===== src/rtl/or1200_keccak_resp.sv =====
// Responder for the l.cust5 Keccak command stream: feeds message words to the core, captures the digest, serves stores.
// Optional build macro OR1200_KECCAK_RESP_PERF_EN adds a cycle counter readable at store index 63.
module or1200_keccak_resp #(
    parameter int FIFO_DEPTH   = 4,
    parameter int DIGEST_WORDS = 16
) (
    input  logic        clk,
    input  logic        rst,
    input  logic        cmd_valid,
    input  logic [4:0]  cmd_op,
    input  logic [5:0]  cmd_limm,
    input  logic [31:0] cmd_a,
    output logic        stall,
    output logic        rd_valid,
    output logic [31:0] rd_data,
    output logic        err,
    output logic        core_wr,
    output logic [31:0] core_wdata,
    output logic        core_first,
    output logic        core_last,
    input  logic        core_ready,
    output logic        core_abort,
    input  logic        core_dvalid,
    input  logic [31:0] core_dword,
    output logic [1:0]  fsm_state
);
    localparam int AW = $clog2(FIFO_DEPTH);
    localparam int IW = $clog2(DIGEST_WORDS);

    localparam logic [4:0] OP_START  = 5'b00100;
    localparam logic [4:0] OP_MIDDLE = 5'b00010;
    localparam logic [4:0] OP_END    = 5'b00001;
    localparam logic [4:0] OP_STORE  = 5'b01000;

    typedef enum logic [1:0] {IDLE = 2'd0, ABSORB = 2'd1, WAIT_DIG = 2'd2, DONE = 2'd3} state_t;

    // Handshakes: a command is consumed on a rising edge where cmd_valid=1 and stall=0;
    // a FIFO word transfers to the core on a rising edge where core_wr=1 and core_ready=1.
    state_t state, next_state;

    logic [33:0]   fifo_mem [FIFO_DEPTH];
    logic [AW-1:0] rd_ptr, wr_ptr;
    logic [AW:0]   count;
    logic          full, pop;

    logic [31:0]   dig [DIGEST_WORDS];
    logic [IW-1:0] cap_idx;

    logic push, push_first, push_last, abort, set_err, start_acc;
    logic store_acc, store_idle, cap_wr, cap_reset;
    logic [31:0] rd_word;

    assign fsm_state = state;
    assign full      = (count == (AW+1)'(FIFO_DEPTH));
    assign core_wr   = (count != '0);
    assign pop       = core_wr && core_ready;
    assign {core_wdata, core_first, core_last} = fifo_mem[rd_ptr];

    always_comb begin
        next_state = state;
        stall      = 1'b0;
        push       = 1'b0;
        push_first = 1'b0;
        push_last  = 1'b0;
        abort      = 1'b0;
        set_err    = 1'b0;
        start_acc  = 1'b0;
        store_acc  = 1'b0;
        store_idle = 1'b0;
        cap_wr     = 1'b0;
        cap_reset  = 1'b0;
        if (cmd_valid) begin
            case (cmd_op)
                OP_START: begin
                    // An aborting start flushes the FIFO, so it never has to wait for space.
                    abort = (state == ABSORB) || (state == WAIT_DIG);
                    if (full && !abort) begin
                        stall = 1'b1;
                    end else begin
                        start_acc  = 1'b1;
                        push       = 1'b1;
                        push_first = 1'b1;
                        next_state = ABSORB;
                    end
                end
                OP_MIDDLE: begin
                    if (state != ABSORB)  set_err = 1'b1;
                    else if (full)        stall   = 1'b1;
                    else                  push    = 1'b1;
                end
                OP_END: begin
                    if (state != ABSORB) begin
                        set_err = 1'b1;
                    end else if (full) begin
                        stall = 1'b1;
                    end else begin
                        push       = 1'b1;
                        push_last  = 1'b1;
                        cap_reset  = 1'b1;
                        next_state = WAIT_DIG;
                    end
                end
                OP_STORE: begin
                    case (state)
                        DONE:    store_acc = 1'b1;
                        IDLE: begin
                            store_idle = 1'b1;
                            set_err    = 1'b1;
                        end
                        default: stall = 1'b1;
                    endcase
                end
                default: set_err = 1'b1;
            endcase
        end
        if (state == WAIT_DIG && core_dvalid && !abort) begin
            cap_wr = 1'b1;
            if (cap_idx == IW'(DIGEST_WORDS - 1)) next_state = DONE;
        end
    end

    always_ff @(posedge clk) begin
        if (rst) state <= IDLE;
        else     state <= next_state;
    end

    always_ff @(posedge clk) begin
        if (rst) begin
            rd_ptr <= '0;
            wr_ptr <= '0;
            count  <= '0;
        end else if (abort) begin
            rd_ptr <= '0;
            wr_ptr <= AW'(1);
            count  <= (AW+1)'(1);
        end else begin
            if (push) wr_ptr <= wr_ptr + AW'(1);
            if (pop)  rd_ptr <= rd_ptr + AW'(1);
            count <= count + (AW+1)'(push) - (AW+1)'(pop);
        end
    end

    always_ff @(posedge clk) begin
        if (push) fifo_mem[abort ? '0 : wr_ptr] <= {cmd_a, push_first, push_last};
    end

    always_ff @(posedge clk) begin
        if (rst || abort) begin
            for (int i = 0; i < DIGEST_WORDS; i++) dig[i] <= '0;
        end else if (cap_wr) begin
            dig[cap_idx] <= core_dword;
        end
    end

    always_ff @(posedge clk) begin
        if (rst || abort || cap_reset) cap_idx <= '0;
        else if (cap_wr)               cap_idx <= cap_idx + IW'(1);
    end

`ifdef OR1200_KECCAK_RESP_PERF_EN
    logic [31:0] perf_cnt;

    always_ff @(posedge clk) begin
        if (rst || start_acc)                          perf_cnt <= '0;
        else if (state == ABSORB || state == WAIT_DIG) perf_cnt <= perf_cnt + 32'd1;
    end

    always_comb begin
        rd_word = '0;
        if ({26'd0, cmd_limm} < 32'(DIGEST_WORDS)) rd_word = dig[cmd_limm[IW-1:0]];
        else if (cmd_limm == 6'd63)                rd_word = perf_cnt;
    end
`else
    always_comb begin
        rd_word = '0;
        if ({26'd0, cmd_limm} < 32'(DIGEST_WORDS)) rd_word = dig[cmd_limm[IW-1:0]];
    end
`endif

    always_ff @(posedge clk) begin
        if (rst) begin
            rd_valid   <= 1'b0;
            rd_data    <= '0;
            err        <= 1'b0;
            core_abort <= 1'b0;
        end else begin
            rd_valid   <= store_acc || store_idle;
            core_abort <= abort;
            if (store_acc)       rd_data <= rd_word;
            else if (store_idle) rd_data <= '0;
            if (start_acc)       err <= 1'b0;
            else if (set_err)    err <= 1'b1;
        end
    end

endmodule

===== config.mk =====
export PLATFORM = sky130hd
export DESIGN_NAME = or1200_keccak_resp
export DESIGN_NICKNAME = d
export VERILOG_FILES = /design/src/rtl/or1200_keccak_resp.sv
export SDC_FILE = /design/constraint.sdc
export NUM_CORES = 1
export LEC_CHECK = 0
export ABC_AREA = 0
export BUFFER_PORTS_ARGS = -buffer_cell sky130_fd_sc_hd__buf_2
export CELL_PAD_IN_SITES_DETAIL_PLACEMENT = 1
export CELL_PAD_IN_SITES_GLOBAL_PLACEMENT = 1
export CORE_MARGIN = 1
export CORE_UTILIZATION = 45
export CTS_BUF_LIST = sky130_fd_sc_hd__clkbuf_4 sky130_fd_sc_hd__clkbuf_8
export CTS_CLUSTER_DIAMETER = 40
export DETAILED_ROUTE_END_ITERATION = 8
export GPL_TIMING_DRIVEN = 0
export PLACE_DENSITY_LB_ADDON = 0.05
export SLEW_MARGIN = 15
export SYNTH_ARGS = -nofsm -noshare
export SYNTH_HDL_FRONTEND = slang
export SYNTH_SLANG_ARGS = --single-unit

===== constraint.sdc =====
create_clock -name clk -period 4.9 [get_ports clk]
set_clock_uncertainty 0.1 [all_clocks]
set_input_delay 0.245 -clock clk [delete_from_list [all_inputs] [get_ports clk]]
set_output_delay 0.245 -clock clk [all_outputs]
set_load 0.005 [all_outputs]

# Word-level counts from Yosys, hierarchy flattened
# Memory sizes are Yosys's and may differ from the RTL's. A register that Yosys moved wholly into a read port is not among the register bits.
# Index checks and enable logic that the tools add are counted.
op_classes:
  muxes: 53
  bitwise: 0
  n_addsub: 5
  n_reduce_logical: 19
  magnitude_cmp: 1
  shifts: 0
  multipliers: 0
  n_div: 0
  eq_ne: 10
op_table:
  columns: ["op", "n"]
  rows:
  - ["$mux W32", 4]
  - ["$mux W1", 35]
  - ["$reduce_or A32 Y1", 1]
  - ["$mux W2", 9]
  - ["$reduce_or A2 Y1", 4]
  - ["$lt A6 B5 Y1 const B", 1]
  - ["$pmux W1 S3", 2]
  - ["$eq A5 B1 Y1 const B", 1]
  - ["$eq A5 B2 Y1 const B", 1]
  - ["$eq A5 B3 Y1 const B", 1]
  - ["$eq A5 B4 Y1 const B", 1]
  - ["$add A2 B1 Y2 const B", 2]
  - ["$add A4 B1 Y4 const B", 1]
  - ["$eq A2 B2 Y1 const B", 2]
  - ["$eq A4 B4 Y1 const B", 1]
  - ["$logic_and A1 B1 Y1", 4]
  - ["$logic_or A1 B1 Y1", 4]
  - ["$mux W4", 1]
  - ["$pmux W2 S2", 1]
  - ["$reduce_bool A2 Y1", 2]
  - ["$add A3 B1 Y3", 1]
  - ["$eq A3 B3 Y1 const B", 1]
  - ["$reduce_bool A3 Y1", 1]
  - ["$sub A3 B1 Y3", 1]
  - ["other kinds (5)", 6]
totals:
  ram_bits: 648
  n_memories: 2
  out_inout_bits: 73
  wordCells: 101
  latch_bits: 0
  register_bits: 48
  input_bits: 80
  romBits: 0
mem_list:
  columns: ["name", "depth", "width", "read_ports", "rd_ports_with_merged_regs", "wr", "line_no", "source"]
  rows:
  - ["dig", 16, 32, 1, 0, 16, "46", "logic [31:0] dig [DIGEST_WORDS];"]
  - ["fifo_mem", 4, 34, 1, 1, 1, "41", "logic [33:0] fifo_mem [FIFO_DEPTH];"]

# Logic depth before layout (Yosys ltp)
depth:
  word_depth: 12
  ltp_mapped: 13
  mapped_depth_nobuf: 12

# Worst setup path after synthesis
# OpenSTA, ideal clock, no wires.
synth_path:
  path_type: "register to register"
  startpoint: "reg state[0] (netlist: fsm_state[0])"
  endpoint: "mem dig[5][0] (enable)"
  setup_time_ns: 0.466
  path_buffers: 0
  synth_period_minus_slack_ns: 4.126
  slack_ns: 0.774
  path_stages_with_launch: 5
  arrival_time_ns: 3.560
  cell_sequence: "dfxtp_1 inv_1 ha_1 a311o_1 o21ai_0"
synth_lines:
  columns: ["item", "line_no", "source"]
  rows:
  - ["start, declared", "39", "state_t state, next_state;"]
  - ["start signal, assigned", "124", "else state <= next_state;"]
  - ["end, declared", "46", null]

==> results.py <==
metrics = {
    "timing": {
        "clock.fmax_mhz": 279,
        "min_period_ps": 3580,
        "hold_viol": 0,
        "hold_slack_ps": 65.6,
        "timing.final.setup_violations": 0,
        "fin_ws_ps": 1320,
        "rsz0062_at_grt": "false",
        "tightestPinTransition_ps": 1120,
        "max_slew_margin": 0.255,
        "drv_slew": 0,
        "finalCritPeriodShare": 0.732,
    },
    "clock_network": {
        "clock-sinks": 698,
        "cts.clk_slew.worst_paths_ps": 60,
        "post_cts_buffers": 0,
        "cts_buffers": 134,
        "clk_latency_ps": 780,
        "cts.root.buffer_cell": "clkbuf_8",
        "clockBufferDepth": 3,
        "cts_tree": "done",
        "htreeDepth": 4,
    },
    "worst_setup_path": {
        "end_kind": "register",
        "crit_start": "fsm_state[0]",
        "cp.required_ps": 5300,
        "critPathMaxFanout": 21,
        "worstSetupPathType": "reg2reg",
        "start_kind": "register",
        "arrival_ps": 3990,
        "timing.rr.start": "fsm_state[0]",
    },
    "floorplanning": {
        "io_pins": 153,
        "rows": 94,
        "die_x_microns": 262,
        "fp.dieH_microns": 262,
        "fp.coreArea_sq_mm": 0.0662,
        "start_util": 0.458,
        "dieArea_sq_mm": 0.0684,
    },
    "power_and_ir_drop": {
        "p_sw_uw": 3220,
        "swShare": 0.230,
        "power_density_mw_per_mm2": 383,
        "power.share.combinational": 0.089,
        "p_seq_frac": 0.482,
        "internal_power_uw": 10800,
        "power_frac_clock": 0.430,
        "total_power_uw": 14000,
        "peakVddDrop_uv": 241,
        "p_leak_uw": 0.0136,
    },
    "place": {
        "io_buffers": 147,
        "gp_congestion": 0.782,
        "post-dp-hpwl_mm": 55.9,
        "dp_worst_setup_slack_ps": 1370,
    },
    "global_routing": {
        "antenna_found_initial": 4,
        "grt_pass1_vias": 18900,
        "grt_usage": 0.252,
        "grt_pass1_wl_mm": 123,
        "grt_max_degree": 33,
        "overflow": 0,
    },
    "yosys": {
        "synth_compound_area_frac": 0.0163,
        "ys_ff_latch": 698,
        "muxShareOfSynthArea": 0.132,
        "synthesis.nets": 1948,
        "synthFlopType": "edfxtp_1",
        "syn_area_sq_mm": 0.0303,
        "seq_area_frac_synth": 0.675,
        "synth_top_family_by_area": "simple AND/OR/NAND/NOR gates",
        "synth_cell_type_count": 61,
        "synth_xor_area_frac": 0.00231,
        "yosys_warnings": 0,
        "yosys.area_share.simple": 0.145,
        "synth_edf_count": 648,
        "synth-adder-area-share": 0.00512,
        "ys_async_sr_fraction": 0,
        "syn_avg_cell_area_sq_um": 16.3,
        "syn_inst": 1857,
    },
    "hold_path": {
        "min_path_type": "in2reg",
        "hp-start": "core_dvalid",
    },
    "detailed_routing": {
        "wl_per_cell_microns": 26.1,
        "route.detailed.drc": 0,
        "via_per_inst": 5.40,
        "drt_wl_total_mm": 83.9,
        "drtAntennaViolNets": 0,
        "drtIter0Drc": 1243,
        "num_vias": 17400,
        "dr.pass1.iters": 4,
    },
    "layout": {
        "fillers": 6249,
        "multi_input_area_sq_mm": 0.00925,
        "regArea_sq_mm": 0.0205,
        "area_growth_pct": 20.5,
        "final_net_count": 2340,
        "drive_above_1_share": 0.282,
    },
    "outcome": {
        "outcome": "complete, no violations",
    },
    "flow_run": {
        "cap_violations": 0,
    },
}
-- stage by stage --
| step | instance area, sq um | utilization | setup TNS (ps) | instances |
|---|---|---|---|---|
| 6_report | 36500 | 0.552 | 0 | 3218 |
| 5_1_grt | 36500 | 0.552 | 0 | 3216 |
| 4_1_cts | 36500 | 0.552 | 0 | 3215 |
| 3_5_place_dp | 33000 | 0.498 | 0 | 2901 |
| 3_3_place_gp | 32100 | 0.485 | -651000 | 2868 |
| 2_1_floorplan | 30300 | - | 0 | 1857 |
-- final timing paths --
kind                  to  slack, ps  depth (start not counted)
max           dig[15][8]       1320                          7
min           cap_idx[1]         70                          5
max reg2reg   dig[15][8]       1320                          7
min reg2reg  rd_data[23]        390                          1
-- metal layers --
layer | up-vias | part of all wire | track usage
met5 | - | 0.00089 | 0.0104
met4 | 2 | 0.016 | 0.0714
met3 | 107 | 0.060 | 0.0605
met2 | 487 | 0.50 | 0.427
met1 | 9073 | 0.42 | 0.323
li1 | 7716 | - | -
-- kinds of logic (layout without fill, tap and decap cells) --
logic type               after synthesis  after routing
AND/OR/NAND/NOR                      728            728
flip-flops                           698            698
multiplexers                         196            196
buffers and inverters                157            651
AO/OA/AOI/OAI                         58             58
adder cells (fa/ha/maj)               12             12
XOR/XNOR                               8              8
other                                  0              3
-- state kept, by name, summed over array words and instances, names as in the netlist, named ones only --
name / count
dig: 512
fifo_mem: 136
rd_data: 32
cap_idx: 4
count: 3
fsm_state: 2
rd_ptr: 2
wr_ptr: 2
core_abort: 1
err: 1
rd_valid: 1
-- critical path, cell delays in order (launching register included) --
cell and delay, ps:
dfxtp_1 420, inv_1 90, ha_1 410, a31oi_1 420, clkbuf_1 560, clkbuf_2 530
nand2_2 440, buf_12 320
-- timing repair --
item,4_1_cts,5_1_grt
resized for setup,0,0
hold endpoints to repair,336,0
hold buffers,76,0
-- synth_stat cells (3+ instances only) --
library cell,number,share of area
clkbuf_1,79,0.0098
buf_6,14,0.0052
ha_1,10,0.0041
and2_1,513,0.11
mux4_2,162,0.12
nor4_4,4,0.0028
a221o_1,31,0.010
and3_1,5,0.0010
buf_1,8,0.00099
mux2i_1,34,0.011
inv_1,11,0.0014
nand2b_1,40,0.0083
or2b_1,3,0.00074
o21ai_0,10,0.0017
xnor2_1,6,0.0017
nor2_1,49,0.0061
dfxtp_1,50,0.033
nand2_1,74,0.0092
a21oi_1,3,0.00050
buf_2,13,0.0021
edfxtp_1,648,0.64
nor2_2,8,0.0017
clkbuf_2,32,0.0053
-- area by class of cell --
class | instances | share of cell area
plain buffers | 146 | 0.0194
repair buffers | 256 | 0.0597
clock inverters | 42 | 0.0108
well taps | 864 | 0.0296
inverters | 11 | 0.00113
multi-input cells | 1002 | 0.253
clock buffers | 196 | 0.0660
flip-flops and latches | 698 | 0.560
diodes | 3 | 0.000205
-- power by group through the flow --
stage | clock network, uW | logic [uW] | registers, uW
2_1_floorplan | 0 | 717 | 6850
3_3_place_gp | 0 | 1130 | 6880
3_5_place_dp | 0 | 1210 | 6860
4_1_cts | 6140 | 1260 | 6740
5_1_grt | 6380 | 1340 | 6760
6_report | 6020 | 1240 | 6740
-- layout by cell type (no fill, tap or decap), types with 5 or more instances in the layout --
| master | count |
|---|---|
| clkbuf_8 | 150 |
| clkinv_2 | 8 |
| buf_16 | 15 |
| mux4_2 | 162 |
| bufinv_16 | 7 |
| nor2_2 | 8 |
| o21ai_4 | 8 |
| edfxtp_1 | 648 |
| buf_1 | 8 |
| buf_12 | 8 |
| clkinvlp_4 | 7 |
| nor2_1 | 48 |
| clkbuf_2 | 32 |
| a221o_1 | 31 |
| and2_1 | 513 |
| ha_1 | 10 |
| clkbuf_1 | 79 |
| xnor2_1 | 6 |
| and3_1 | 5 |
| nand2_1 | 73 |
| mux2i_1 | 34 |
| buf_2 | 160 |
| inv_1 | 11 |
| nor4_4 | 5 |
| clkbuf_4 | 46 |
| nand2b_1 | 35 |
| buf_6 | 24 |
| clkinv_1 | 17 |
| dfxtp_1 | 50 |
| dlygate4sd3_1 | 76 |
(Power assumes the default switching activity.)
